File: src/rtl/count_event_tracker.sv
// Watches a MOD-14 counter against its own controls, classifies wrap/load/error events,
// and queues event records in a small FIFO for a downstream consumer.
module count_event_tracker #(
  parameter int FIFO_DEPTH = 4
) (
  input  logic       clock,
  input  logic       rest,
  input  logic [3:0] cnt_in,
  input  logic       mode,
  input  logic       load,
  input  logic [3:0] data_in,
  input  logic       evt_ready,
  output logic       evt_valid,
  output logic [7:0] evt_data,
  output logic       fifo_full,
  output logic       ovf,
  output logic [7:0] wrap_cnt,
  output logic [7:0] err_cnt
);

  localparam int AW = (FIFO_DEPTH > 2) ? $clog2(FIFO_DEPTH) : 1;
  localparam logic [AW:0] DEPTH_C = (AW+1)'(FIFO_DEPTH);

  localparam logic [1:0] T_ERR  = 2'b00;
  localparam logic [1:0] T_WUP  = 2'b01;
  localparam logic [1:0] T_WDN  = 2'b10;
  localparam logic [1:0] T_LOAD = 2'b11;

  typedef enum logic [0:0] {
    SYNC  = 1'b0,
    TRACK = 1'b1
  } state_t;

  function automatic logic [3:0] next_count(input logic [3:0] c, input logic m,
                                             input logic l, input logic [3:0] d);
    logic [3:0] r;
    if (l) begin
      r = d;
    end else if (m) begin
      r = (c == 4'd13) ? 4'd0 : c + 4'd1;
    end else begin
      r = (c == 4'd0) ? 4'd13 : c - 4'd1;
    end
    return r;
  endfunction

  function automatic logic [7:0] sat_inc(input logic [7:0] v);
    return (v == 8'hFF) ? v : v + 8'd1;
  endfunction

  state_t      state_q, state_d;
  logic [3:0]  prev_cnt_q, prev_data_q;
  logic        prev_mode_q, prev_load_q;
  logic [7:0]  mem_q [FIFO_DEPTH];
  logic [AW-1:0] rd_q, rd_d, wr_q, wr_d;
  logic [AW:0] count_q, count_d;
  logic        evt_valid_q, evt_valid_d, fifo_full_q, fifo_full_d, ovf_q, ovf_d;
  logic [7:0]  evt_data_q, evt_data_d, wrap_q, wrap_d, err_q, err_d;

  logic [3:0]  exp_s;
  logic        evt_det_s;
  logic [1:0]  evt_type_s;
  logic [7:0]  evt_rec_s;
  logic        pop_s, push_s, drop_s;

  // Event classification and FSM next state
  always_comb begin
    exp_s      = next_count(prev_cnt_q, prev_mode_q, prev_load_q, prev_data_q);
    evt_det_s  = 1'b0;
    evt_type_s = T_ERR;
    state_d    = state_q;
    case (state_q)
      SYNC: begin
        if (cnt_in > 4'd13) begin
          evt_det_s = 1'b1;
        end else begin
          state_d = TRACK;
        end
      end
      TRACK: begin
        if ((cnt_in > 4'd13) || (cnt_in != exp_s)) begin
          evt_det_s = 1'b1;
          state_d   = SYNC;
        end else if (prev_load_q) begin
          evt_det_s  = 1'b1;
          evt_type_s = T_LOAD;
        end else if (prev_mode_q && (prev_cnt_q == 4'd13) && (cnt_in == 4'd0)) begin
          evt_det_s  = 1'b1;
          evt_type_s = T_WUP;
        end else if (!prev_mode_q && (prev_cnt_q == 4'd0) && (cnt_in == 4'd13)) begin
          evt_det_s  = 1'b1;
          evt_type_s = T_WDN;
        end else begin
          evt_det_s = 1'b0;
        end
      end
      default: state_d = SYNC;
    endcase
    evt_rec_s = {evt_type_s, 2'b00, cnt_in};
  end

  // FIFO bookkeeping, next-cycle head and statistics
  always_comb begin
    pop_s   = (count_q != '0) && evt_ready;
    push_s  = evt_det_s && ((count_q != DEPTH_C) || pop_s);
    drop_s  = evt_det_s && !push_s;
    rd_d    = pop_s  ? rd_q + AW'(1) : rd_q;
    wr_d    = push_s ? wr_q + AW'(1) : wr_q;
    count_d = count_q + (AW+1)'(push_s) - (AW+1)'(pop_s);
    // The pushed record becomes head only once everything ahead of it is gone.
    if (count_d == '0) begin
      evt_data_d = 8'h00;
    end else if ((count_q - (AW+1)'(pop_s)) == '0) begin
      evt_data_d = evt_rec_s;
    end else begin
      evt_data_d = mem_q[rd_d];
    end
    evt_valid_d = (count_d != '0);
    fifo_full_d = (count_d == DEPTH_C);
    ovf_d       = ovf_q | drop_s;
    if (evt_det_s && ((evt_type_s == T_WUP) || (evt_type_s == T_WDN))) begin
      wrap_d = sat_inc(wrap_q);
    end else begin
      wrap_d = wrap_q;
    end
    if (evt_det_s && (evt_type_s == T_ERR)) begin
      err_d = sat_inc(err_q);
    end else begin
      err_d = err_q;
    end
  end

  // State, sample history, FIFO pointers and registered outputs
  always_ff @(posedge clock) begin
    if (!rest) begin
      state_q     <= SYNC;
      prev_cnt_q  <= 4'd0;
      prev_mode_q <= 1'b0;
      prev_load_q <= 1'b0;
      prev_data_q <= 4'd0;
      rd_q        <= '0;
      wr_q        <= '0;
      count_q     <= '0;
      evt_valid_q <= 1'b0;
      evt_data_q  <= 8'h00;
      fifo_full_q <= 1'b0;
      ovf_q       <= 1'b0;
      wrap_q      <= 8'd0;
      err_q       <= 8'd0;
    end else begin
      state_q     <= state_d;
      prev_cnt_q  <= cnt_in;
      prev_mode_q <= mode;
      prev_load_q <= load;
      prev_data_q <= data_in;
      rd_q        <= rd_d;
      wr_q        <= wr_d;
      count_q     <= count_d;
      evt_valid_q <= evt_valid_d;
      evt_data_q  <= evt_data_d;
      fifo_full_q <= fifo_full_d;
      ovf_q       <= ovf_d;
      wrap_q      <= wrap_d;
      err_q       <= err_d;
    end
  end

  // Event storage; contents are don't-care while the slot is not occupied
  always_ff @(posedge clock) begin
    if (rest && push_s) begin
      mem_q[wr_q] <= evt_rec_s;
    end
  end

  assign evt_valid = evt_valid_q;
  assign evt_data  = evt_data_q;
  assign fifo_full = fifo_full_q;
  assign ovf       = ovf_q;
  assign wrap_cnt  = wrap_q;
  assign err_cnt   = err_q;

endmodule

File: config.mk
export PLATFORM = sky130hd
export DESIGN_NAME = count_event_tracker
export DESIGN_NICKNAME = d
export VERILOG_FILES = /design/src/rtl/count_event_tracker.sv
export SDC_FILE = /design/constraint.sdc
export NUM_CORES = 1
export LEC_CHECK = 0
export ABC_AREA = 1
export CAP_MARGIN = 30
export CORE_ASPECT_RATIO = 0.7
export CORE_UTILIZATION = 50
export DETAILED_ROUTE_END_ITERATION = 8
export GPL_TIMING_DRIVEN = 0
export PLACE_DENSITY_LB_ADDON = 0.15
export SKIP_CTS_REPAIR_TIMING = 1
export SYNTH_ARGS = -nofsm -noshare
export SYNTH_HDL_FRONTEND = slang
export SYNTH_SLANG_ARGS = --single-unit
File: constraint.sdc
create_clock -name clock -period 4.5 [get_ports clock]
set_input_delay 0.9 -clock clock [delete_from_list [all_inputs] [get_ports clock]]
set_output_delay 0.9 -clock clock [all_outputs]
set_load 0.005 [all_outputs]
==> results by stage <==
Run status:
- The run finished with clean final reports.

Place:
- The placed wire-length estimate is 4.96 mm.
- The congestion estimate from routability-driven global placement came to 0.858.
- Input and output buffers added on the ports amount to 37.

Min path:
- The type of the most critical hold path is flip-flop to flip-flop.

Setup path:
- In this run the critical register-to-register path is captured at evt_data[7].
- The maximum fanout encountered on the critical timing path is 9.
- Data on the critical path arrives at its endpoint at 4430 ps.
- The number of cells on the worst reg-to-reg path is 23.
- The critical path starts at cnt_in[1].
- The critical path in this run is classified as input port to flip-flop.
- Following the worst setup path forward leads to its endpoint at evt_data[7].
- The worst setup path is captured at a flip-flop.
- In this run the register-to-register setup slack is 800 ps.
- STA classifies the critical path startpoint as an input port.
- For the worst setup path, the data required time is 4720 ps.
- The beginning of the worst register-to-register path is prev_cnt_q[0].

Power:
- The part of the power in combinational logic is 29.6%.
- Cell internal power was estimated by the tool at 1.14 mW.
- The clock network burns 28.3% of the power.
- Per report_power, the sequential group accounts for 42.1% of the total.
- The maximum vdd ir drop is 155 uV.
- The total design power is 1.70 mW.
- In this run the static leakage power is 1.76 nW.
- The switching component of the power is 563 uW.
- In this run the power density over the cells is 428 nW/um^2.
- Net switching is 33.1% of the power.

Detailed routing:
- After detailed routing, the number of vias per cell comes to 5.12.
- The routed length on met1 is 3.42 mm.
- Routed signal wires occupy layers up through met4.
- The post-detailed-routing wire length is 7.04 mm.
- The routed design uses 3.17 mm of met2 wire.
- The total number of vias is 2707.
- In this run, the number of DRC markers left after iteration 0 of detailed routing was 128.
- The met3 wire length is 376 um.
- The post-detailed-route DRC marker count is 0.
- Dividing the detail-routed wire length by the instance count gives 13.3 um.
- The count of nets left with antenna violations once routing finished came out at 0.
- For this run, the detailed router's first-pass iteration total came to 4.

Yosys:
- Synthesis produced 397 cells.
- By count the netlist is led by sky130_fd_sc_hd__nand2_1, sky130_fd_sc_hd__inv_1, sky130_fd_sc_hd__dfxtp_1.
- By area the synthesized netlist is led by sky130_fd_sc_hd__dfxtp_1, sky130_fd_sc_hd__edfxtp_1, sky130_fd_sc_hd__nand2_1.
- The post-synthesis sequential element count is 67.
- The cell type with the highest aggregate area in the netlist is sky130_fd_sc_hd__dfxtp_1.
- For this run, asynchronously set or reset flops after synthesis account for 0%.
- The mean instance size in the synthesized netlist is 8.36 sq um.
- The synthesized design contains 24 enable-type register cells.
- The sequential cell area fraction in the yosys report is 47.6%.
- Among all cell types in the netlist, the one instantiated most often is sky130_fd_sc_hd__nand2_1.
- The number of warnings issued by yosys is 0.
- The post-synthesis cell area is 3320 sq um.
- Yosys mapped the design onto 35 distinct sky130hd cell types.
- The most used flip-flop cell after synthesis is sky130_fd_sc_hd__dfxtp_1.
- Summed over its instances, the top area cell type makes up 25.9% of the synthesized netlist area.

Cells and area:
- The area growth from synthesis to layout is 19.9%.
- The fraction of final layout cells with drive strength greater than 1 is 9.76%.
- 0 antenna diodes ended up in the layout.
- In the final design database the tool counted 473 nets.
- The filler cells instantiated in the layout total 549.
- Once layout is complete, the utilization of the core stands at 63.1%.

Timing:
- The maximum clock skew at final layout is 5.73 ps.
- Setup repair after global routing left no endpoint under its margin.
- The final critical path takes up 93.5% of the cycle.
- Adding up every negative setup slack in the final design gives 0 ps.
- The number of max-slew violations in the final report came to 0.
- The clock period could shrink to 4210 ps.
- The slew of the pin with the lowest slew margin is 644 ps.
- The worst slew margin relative to its limit is 56.9%.
- The total setup violations reported at the end of the flow is 0.
- For this run, the top clock speed supported by timing is 238 MHz.
- The hold violation total from the final report came to 0.

CTS:
- The root buffer cell is sky130_fd_sc_hd__clkbuf_8.
- The later pin in the worst-skew pair is clocked with a latency of 340 ps.
- The H-tree generated during clock tree synthesis spans 3 levels.
- The clock-pin transition on the worst setup and hold timing paths is 70 ps.
- The count of clock tree sinks is 67.
- The maximum number of buffers from clock root to sink is 2.
- The number of buffers added by the clock tree synthesis step is 9.
- TritonCTS built the clock tree.

Floorplanning:
- The floorplan step defined a core boundary enclosing 6310 sq um.
- In this run the horizontal extent of the chip is 99.4 um.
- The floorplan step set the die height to 70.2 um.
- The initial standard-cell utilization of the core is 52.7%.
- The placement row count is 24.
- The boundary pin count is 40.
- The die footprint is 6980 sq um.

Global routing:
- The via count of the first global-routing pass was 2449.
- The number of antenna violations at the first check in global routing was 0.
- Global routing consumed, over all layers together, 22.8% of the routing resources.
- The maximum number of pins on one net before global-route repair is 12.
- The first-pass GRT wire length is 12.0 mm.
- The final global-route overflow total is 0.

Job:
- The number of max-capacitance violations reported is 0.
==> power groups by stage <==
| stage | Combinational [mW] | Sequential (mW) | Clock [mW] |
|---|---|---|---|
| floorplan | 0.328 | 0.730 | 0 |
| global placement | 0.476 | 0.729 | 0 |
| detailed placement | 0.492 | 0.730 | 0 |
| finish | 0.504 | 0.717 | 0.481 |
| global route | 0.574 | 0.724 | 0.515 |
| CTS | 0.498 | 0.717 | 0.489 |
==> flip-flops by register name (all words and copies together) (netlist names), 2 cells and up <==
| signal | count |
|---|---|
| err_cnt | 8 |
| prev_cnt_q | 4 |
| mem_q | 24 |
| count_q | 3 |
| prev_data_q | 4 |
| wrap_cnt | 8 |
| wr_q | 2 |
| evt_data | 6 |
| rd_q | 2 |
==> layout by cell type, fill, tap and decap left out, types with 4 or more instances in the layout <==
cell type                         instances
sky130_fd_sc_hd__clkbuf_8                 9
sky130_fd_sc_hd__ha_1                    13
sky130_fd_sc_hd__a21oi_1                 22
sky130_fd_sc_hd__xor2_1                   9
sky130_fd_sc_hd__nor2_1                  42
sky130_fd_sc_hd__edfxtp_1                24
sky130_fd_sc_hd__inv_2                    4
sky130_fd_sc_hd__clkdlybuf4s50_1         37
sky130_fd_sc_hd__nand2_2                  6
sky130_fd_sc_hd__o22ai_1                  4
sky130_fd_sc_hd__nand2_1                 71
sky130_fd_sc_hd__xnor2_1                  6
sky130_fd_sc_hd__clkbuf_1                 7
sky130_fd_sc_hd__o21ai_1                  5
sky130_fd_sc_hd__nand3_2                  4
sky130_fd_sc_hd__dfxtp_1                 43
sky130_fd_sc_hd__o21ai_0                 14
sky130_fd_sc_hd__nand4_1                 15
sky130_fd_sc_hd__inv_1                   57
sky130_fd_sc_hd__nand3_1                 24
==> per-stage QoR <==
stage	area, sq um	std cells	setup WS, ps	hold slack, ps
final	3980	529	292	462
after detailed placement	3790	513	-401	453
after CTS	3980	529	-31.9	463
after global placement	3790	513	-268	443
after floorplan	3320	398	947	447
after global routing	3980	529	17.4	479
==> layer usage <==
metal  vias to the layer above  global-route usage [%]
met4                         0                    6.37
met2                        63                    34.0
li1                       1387                       -
met3                         8                    7.01
met1                      1249                    31.9
met5                         -                       0
==> area by class of cell <==
class | instances | area [sq um] | area share (%)
well taps | 78 | 97.6 | 2.45
flip-flops and latches | 67 | 1580 | 39.7
inverters | 64 | 240 | 6.03
plain buffers | 10 | 61.3 | 1.54
repair buffers | 37 | 370 | 9.30
clock buffers | 11 | 131 | 3.30
multi-input cells | 257 | 1450 | 36.3
clock inverters | 5 | 53.8 | 1.35
==> kinds of logic after synthesis <==
logic type      Yosys count  synth area share [%]
flops                    67                  47.6
buf+inv                  74                  9.08
simple gates            174                  24.9
compound gates           52                  8.78
other cells               1                 0.113
xor+xnor                 15                  3.96
fa+ha+maj                14                  5.50
==> how the worst min path moves through the flow <==
stage	cells after the start	from	end	slack, ps
after global routing	2	ovf	ovf	480
after floorplan	2	ovf	ovf	450
after detailed placement	2	ovf	ovf	450
after global placement	2	ovf	ovf	440
final	2	ovf	ovf	460
after CTS	2	ovf	ovf	460
==> worst max-delay path, cell delays in order <==
cell and delay [ps]:
sky130_fd_sc_hd__clkdlybuf4s50_1 600, sky130_fd_sc_hd__inv_2 190, sky130_fd_sc_hd__nand3_1 90, sky130_fd_sc_hd__o31ai_1 320
sky130_fd_sc_hd__nor2_1 130, sky130_fd_sc_hd__nand3_4 190, sky130_fd_sc_hd__nand3_2 160, sky130_fd_sc_hd__ha_1 320
sky130_fd_sc_hd__inv_1 60, sky130_fd_sc_hd__ha_1 130, sky130_fd_sc_hd__inv_1 50, sky130_fd_sc_hd__fa_1 500
sky130_fd_sc_hd__inv_1 50, sky130_fd_sc_hd__nor2_1 90, sky130_fd_sc_hd__inv_1 70, sky130_fd_sc_hd__o21ai_2 280
sky130_fd_sc_hd__inv_1 110, sky130_fd_sc_hd__o21ai_0 110, sky130_fd_sc_hd__a21oi_1 70
Power figures use the tool's default switching activity.
